## src/rtl/wb_arbiter.sv

```systemverilog
// Two-requester Wishbone B4 arbiter: round-robin tie-break, bus lock while CYC is held.
// Define WB_ARB_WATCHDOG_EN to compile in the stalled-slave watchdog.
module wb_arbiter #(
    parameter int unsigned TIMEOUT_CYCLES = 255,
    parameter logic [31:0] ERR_DATA       = 32'hDEADBEEF
) (
    input  logic        clk,
    input  logic        rst,
    input  logic [31:0] m0_adr,
    input  logic [31:0] m0_dat_o,
    input  logic        m0_we,
    input  logic        m0_cyc,
    input  logic        m0_stb,
    output logic [31:0] m0_dat_i,
    output logic        m0_ack,
    input  logic [31:0] m1_adr,
    input  logic [31:0] m1_dat_o,
    input  logic        m1_we,
    input  logic        m1_cyc,
    input  logic        m1_stb,
    output logic [31:0] m1_dat_i,
    output logic        m1_ack,
    output logic [31:0] s_adr,
    output logic [31:0] s_dat_o,
    output logic        s_we,
    output logic        s_cyc,
    output logic        s_stb,
    input  logic [31:0] s_dat_i,
    input  logic        s_ack,
    output logic [1:0]  grant,
    output logic        bus_err
);

    typedef enum logic [1:0] {
        ST_IDLE = 2'b00,
        ST_OWN0 = 2'b01,
        ST_OWN1 = 2'b10
    } state_t;

    state_t r_state;
    state_t w_state_nxt;
    logic   r_last_owner;
    logic   w_last_nxt;
    logic   w_timeout;

    if (TIMEOUT_CYCLES < 1 || TIMEOUT_CYCLES > 65535) begin : g_bad_timeout
        $error("wb_arbiter: TIMEOUT_CYCLES must be within 1..65535");
    end

    // last_owner resets to 1 so m0 wins the first tie.
    always_ff @(posedge clk) begin
        if (!rst) begin
            r_state      <= ST_IDLE;
            r_last_owner <= 1'b1;
        end else begin
            r_state      <= w_state_nxt;
            r_last_owner <= w_last_nxt;
        end
    end

    assign grant = r_state;

`ifdef WB_ARB_WATCHDOG_EN
    localparam logic [15:0] TIMEOUT_LIMIT = 16'(TIMEOUT_CYCLES);

    logic [15:0] r_wdog_cnt;
    logic        r_bus_err;
    logic        w_own_stb;

    assign w_own_stb = ((r_state == ST_OWN0) && m0_cyc && m0_stb) ||
                       ((r_state == ST_OWN1) && m1_cyc && m1_stb);
    assign w_timeout = w_own_stb && (r_wdog_cnt == TIMEOUT_LIMIT);

    always_ff @(posedge clk) begin
        if (!rst) begin
            r_wdog_cnt <= '0;
            r_bus_err  <= 1'b0;
        end else begin
            if (r_state == ST_IDLE || s_ack || w_timeout)
                r_wdog_cnt <= '0;
            else if (w_own_stb)
                r_wdog_cnt <= r_wdog_cnt + 16'd1;
            if (w_timeout)
                r_bus_err <= 1'b1;
        end
    end

    assign bus_err = r_bus_err;
`else
    assign w_timeout = 1'b0;
    assign bus_err   = 1'b0;
`endif

    // Owner's request goes straight through; a watchdog hit fakes the ACK and withdraws STB.
    always_comb begin
        w_state_nxt = r_state;
        w_last_nxt  = r_last_owner;
        s_adr       = '0;
        s_dat_o     = '0;
        s_we        = 1'b0;
        s_cyc       = 1'b0;
        s_stb       = 1'b0;
        m0_ack      = 1'b0;
        m0_dat_i    = '0;
        m1_ack      = 1'b0;
        m1_dat_i    = '0;
        unique case (r_state)
            ST_IDLE: begin
                if (m0_cyc && (!m1_cyc || r_last_owner))
                    w_state_nxt = ST_OWN0;
                else if (m1_cyc)
                    w_state_nxt = ST_OWN1;
            end
            ST_OWN0: begin
                s_adr    = m0_adr;
                s_dat_o  = m0_dat_o;
                s_we     = m0_we;
                s_cyc    = m0_cyc;
                s_stb    = m0_stb && !w_timeout;
                m0_ack   = s_ack || w_timeout;
                m0_dat_i = w_timeout ? ERR_DATA : s_dat_i;
                if (!m0_cyc) begin
                    w_state_nxt = ST_IDLE;
                    w_last_nxt  = 1'b0;
                end
            end
            ST_OWN1: begin
                s_adr    = m1_adr;
                s_dat_o  = m1_dat_o;
                s_we     = m1_we;
                s_cyc    = m1_cyc;
                s_stb    = m1_stb && !w_timeout;
                m1_ack   = s_ack || w_timeout;
                m1_dat_i = w_timeout ? ERR_DATA : s_dat_i;
                if (!m1_cyc) begin
                    w_state_nxt = ST_IDLE;
                    w_last_nxt  = 1'b1;
                end
            end
            default: w_state_nxt = ST_IDLE;
        endcase
    end

endmodule
```

## config.mk

```make
export PLATFORM = sky130hd
export DESIGN_NAME = wb_arbiter
export DESIGN_NICKNAME = d
export VERILOG_FILES = /design/src/rtl/wb_arbiter.sv
export SDC_FILE = /design/constraint.sdc
export NUM_CORES = 1
export LEC_CHECK = 0
export ABC_AREA = 1
export CORE_AREA = 5 5 115 117
export CTS_BUF_LIST = sky130_fd_sc_hd__clkbuf_2
export DETAILED_ROUTE_END_ITERATION = 7
export DIE_AREA = 0 0 120 122
export PLACE_DENSITY = 0.71
export SYNTH_ARGS = -nofsm -noshare
export SYNTH_HDL_FRONTEND = slang
export SYNTH_SLANG_ARGS = --single-unit
```

## constraint.sdc

```tcl
create_clock -name clk -period 1.3 [get_ports clk]
set_input_delay 0.13 -clock clk [delete_from_list [all_inputs] [get_ports clk]]
set_output_delay 0.13 -clock clk [all_outputs]
set_load 0.01 [all_outputs]
```

# After elaboration in Yosys (flattened, before gate mapping)
# Cells that the tools add are included.
# W data, S select, Z words.
[classes]
magnitude_cmp = 0
add_sub_neg = 0
bitwise_logic = 0
n_reduce_logical = 7
n_mux = 17
eq_ne = 5
shift = 0
n_div = 0
n_mul = 0
[ops]
columns = ["op", "n"]
rows = [
  ["$pmux W32 S2", 2],
  ["$mux W32", 2],
  ["$mux W2", 4],
  ["$pmux W1 S2", 4],
  ["$pmux W2 S3", 1],
  ["$reduce_and A3 Y1", 2],
  ["$mux W1", 4],
  ["$ne A2 B2 Y1 const B", 2],
  ["$ne A3 B3 Y1 const B", 1],
  ["$eq A2 B1 Y1 const B", 1],
  ["$eq A2 B2 Y1 const B", 1],
  ["$logic_not A2 Y1", 1],
  ["$reduce_bool A2 Y1", 1],
  ["$logic_and A1 B1 Y1", 1],
  ["$logic_not A1 Y1", 1],
  ["$logic_or A1 B1 Y1", 1],
]
[word_totals]
latchBits = 0
mem_count = 0
output_inout_bits = 136
mem_bits_ro = 0
input_bits = 169
wordCells = 31
ramBits = 0
reg_bits = 3

# Longest topological paths before layout
[depth]
word_depth = 5
ltp_mapped = 10
mapped_depth_nobuf = 9

# Worst setup path before layout
# OpenSTA, ideal clock, no wires.
[synth_timing]
kind = "register to output"
from = "register r_state[0], in the netlist grant[0]"
to = "output port s_adr[0]"
n_path_buf = 2
arrival_time_ps = 1332
path_stages_with_launch = 7
required_ps = 1170
slack_ps = -162
cell_sequence = "dfxtp_1 > inv_1 > ha_1 > inv_1 > buf_2 > buf_2 > a21oi_1"
[synth_via]
elab_chain_cells = 2
elab_cells_between_ends = 3
cone_classes = "eq/ne (2); mux (1)"
[synth_rtl]
columns = ["element", "line", "source"]
rows = [
  ["start: declaration", "40", "state_t r_state;"],
  ["start signal: assignment", "56", "r_state <= w_state_nxt;"],
  ["$eq A2 B2 Y1 / $eq A2 B1 Y1 (equally long branches)", "107", "unique case (r_state)"],
  ["$pmux W32 S2 *", "107", ""],
  ["end: declaration", "23", "output logic [31:0] s_adr,"],
]
# Mark *: on every way between the ends. The rest lies on a longest branch, timed or not.

# Worst setup path in the final report
[layout_timing]
from = "register r_state[0], in the netlist grant[0]"
to = "output port s_dat_o[1]"
[layout_via]
elab_chain_cells = 2
elab_cells_between_ends = 3
cone_classes = "eq/ne (2); mux (1)"
[layout_rtl]
columns = ["element", "line", "source"]
rows = [
  ["$eq A2 B2 Y1 / $eq A2 B1 Y1 (equally long branches)", "107", ""],
  ["$pmux W32 S2 *", "107", ""],
  ["end: declaration", "24", "output logic [31:0] s_dat_o,"],
]
# Marked as above.

==> results.md <==
- Status: finished with violations
- Violated checks: setup timing
- Fin. Hold Viols: 0
- Die Height: 122 µm
- Overall Global Routing Usage: 0.152
- FMAX: 599 MHz
- Routability cong.: 0.760
- Synth top area share: 0.448
- Multiplexer share of the synthesized area: 0
- Peak supply drop: 0.799 mV
- Antenna Nets Post-Route: 0
- WS Path Type: register to primary output
- Core area: 12,300 µm²
- Global route overflow: 0
- Post-Syn Instances: 397
- Ys Warns: 0
- Worst Hold Class: register to register
- Setup ws final: -369 ps
- Crit path from: grant[0]
- Worst slack, placed: -596 ps
- DR pass1 iterations: 4
- # rows: 41
- Clock Latency Late Sink: 200 ps
- Post-DP HPWL: 9630 µm
- Fin crit share: 1.28
- Slew Limit Fails: 0
- CTS Buf Count: 3
- Number of synthesized flops with an enable pin: 0
- CP arrival: 1540 ps
- # H-tree levels: 1
- CTS max path bufs: 2
- Worst r2r src: grant[0]
- Antenna diodes: 0
- Top-count cell post-synth: nand2_1
- CP endpoint kind: primary output
- Antenna violations before repair: 0
- Power density over the cells: 1180 nW/µm²
- Synth top cells by count: nand2_1 (208), inv_1 (73), a21oi_1 (67), buf_4 (13), buf_2 (11)
- Vias: 3,728
- Final setup viols: 136
- Post-synth net total: 570
- Initial Util: 0.142
- Synthesized area per cell: 4.39 µm²
- Worst setup SP type: register
- Synthesized flop and latch total: 3
- Mapped cell area: 1740 µm²
- CTS tree: built
- Buffers on Ports: 303
- Setup Skew: 0.994 ps
- Adder-Cell Fraction of Synth Area: 0.0287
- Post-synth top flop: dfxtp_1
- HP Start: r_last_owner
- I/O pin count: 305
- Largest net degree at the start of global routing: 20
- Sequential-to-total area share from yosys stat: 0.0344
- Die area: 14,600 µm²
- WP data required: 1170 ps
- Crit path max-delay cell type: dfxtp_2
- Nets: 911
- Synth unique cells: 15
- Synth area leaders: nand2_1 (45%), a21oi_1 (19%), inv_1 (16%), buf_4 (5.6%), dfxtp_1 (3.4%)
- Vias in the first global route: 3,543
- CP peak stage delay: 350 ps
- Chip width: 120 µm
- Initial DRC Count: 96
- Post-DR wirelength/cell: 15.2 µm
- Post-synth top area cell: nand2_1
- Crit-path max FO: 5
- Ys async rst share: 0
- MaxCap Viol Count: 0
- Combinational family with the most area after synthesis: simple AND/OR/NAND/NOR gates
- Global-route wire length before repair: 18,000 µm
- Clock tree sinks: 3
- Crit path cell chain: buf_6, ha_4, buf_12, buf_16, nand2_1, a21oi_1, buf_2
- Layout area overhead: 280%
- Post-Synth Simple-Gate Area: 0.469
- Final wirelength: 13,500 µm
- Drt drc: 0
- Worst-path clk slew: 40 ps
- Lkg Pwr: 3.37 nW
- Synth Area in XOR/XNOR: 0
- Post-layout util: 0.541
- Crit path time final: 1670 ps
- Compound-gate portion of the synthesized area: 0.199
- DR vias/cell: 4.20
- Ratio of cells with drive above 1 in the final layout: 0.532
- Clock Root Buffer: clkbuf_2
- RSZ-0062 raised after global routing: yes
==> sequential cells by signal (all words and copies together) (netlist names) <==
name          flops
r_last_owner      1
grant             2
==> worst max-delay path, delay by kind of cell (launching register included) <==
kind	cells	cell delay, ps
buf+inv	4	560
flops	1	350
simple gates	1	50
compound gates	1	160
fa+ha+maj	1	210
==> power breakdown <==
part           total, mW  internal [mW]  switching [mW]
clock              0.127         0.0811          0.0464
sequential         0.151          0.122          0.0291
combinational       7.52           3.84            3.67
total               7.79           4.05            3.75
==> logic make-up after synthesis <==
logic type,Yosys count
simple gates,217
buf+inv,103
compound gates,69
fa+ha+maj,4
flops,3
other cells,1
==> worst paths after layout <==
path,endpoint,slack [ps],depth (start not counted)
max,s_dat_o[1],-370,7
min,r_last_owner,500,2
max reg2reg,grant[0],-150,11
min reg2reg,r_last_owner,500,2
==> timing repair <==
item                                    in CTS  in global routing
gates cloned                                10                  3
endpoints found under the hold margin        0                  0
setup buffers                                9                 10
hold buffers                                 0                  0
pin swaps                                   11                 43
endpoints found under the setup margin     138                136
resized for setup                          558                287
==> stage by stage <==
stage / cell area (µm²) / setup TNS, ps / total power, mW / instances / hold WS (ps)
2_1_floorplan: 2140 / 0 / 2.93 / 397 / 214
3_3_place_gp: 5510 / -62230 / 5.68 / 854 / 488
3_5_place_dp: 5510 / -63520 / 5.71 / 854 / 496
4_1_cts: 5880 / -39950 / 6.68 / 877 / 507
5_1_grt: 6630 / -46130 / 8.28 / 887 / 530
6_report: 6630 / -35170 / 7.79 / 887 / 500
==> final cells by class <==
type / count / area [µm²]
clock buffers: 4 / 20.0
well taps: 150 / 188
inverters: 73 / 287
fillers: 1133 / 5630
flip-flops and latches: 3 / 65.1
multi-input cells: 291 / 2260
repair buffers: 366 / 3810
==> routing by layer <==
layer / global-route usage / up-vias / wire length (µm)
li1: - / 1861 / -
met1: 0.161 / 1659 / 4780
met2: 0.298 / 190 / 7320
met3: 0.0446 / 18 / 1200
met4: 0.0329 / 0 / 210
met5: 0 / - / 0
==> layout by cell type, fill, tap and decap left out, drive strengths merged <==
| cell | instances |
|---|---|
| a21oi | 67 |
| buf | 173 |
| bufbuf | 1 |
| clkbuf | 12 |
| clkdlybuf4s15 | 14 |
| clkdlybuf4s50 | 168 |
| conb | 1 |
| dfxtp | 3 |
| dlygate4sd2 | 2 |
| ha | 4 |
| inv | 73 |
| nand2 | 209 |
| nand3 | 1 |
| nor2 | 7 |
| o211ai | 1 |
| o21ai | 1 |
No activity file was read; power rests on OpenSTA's default activity.
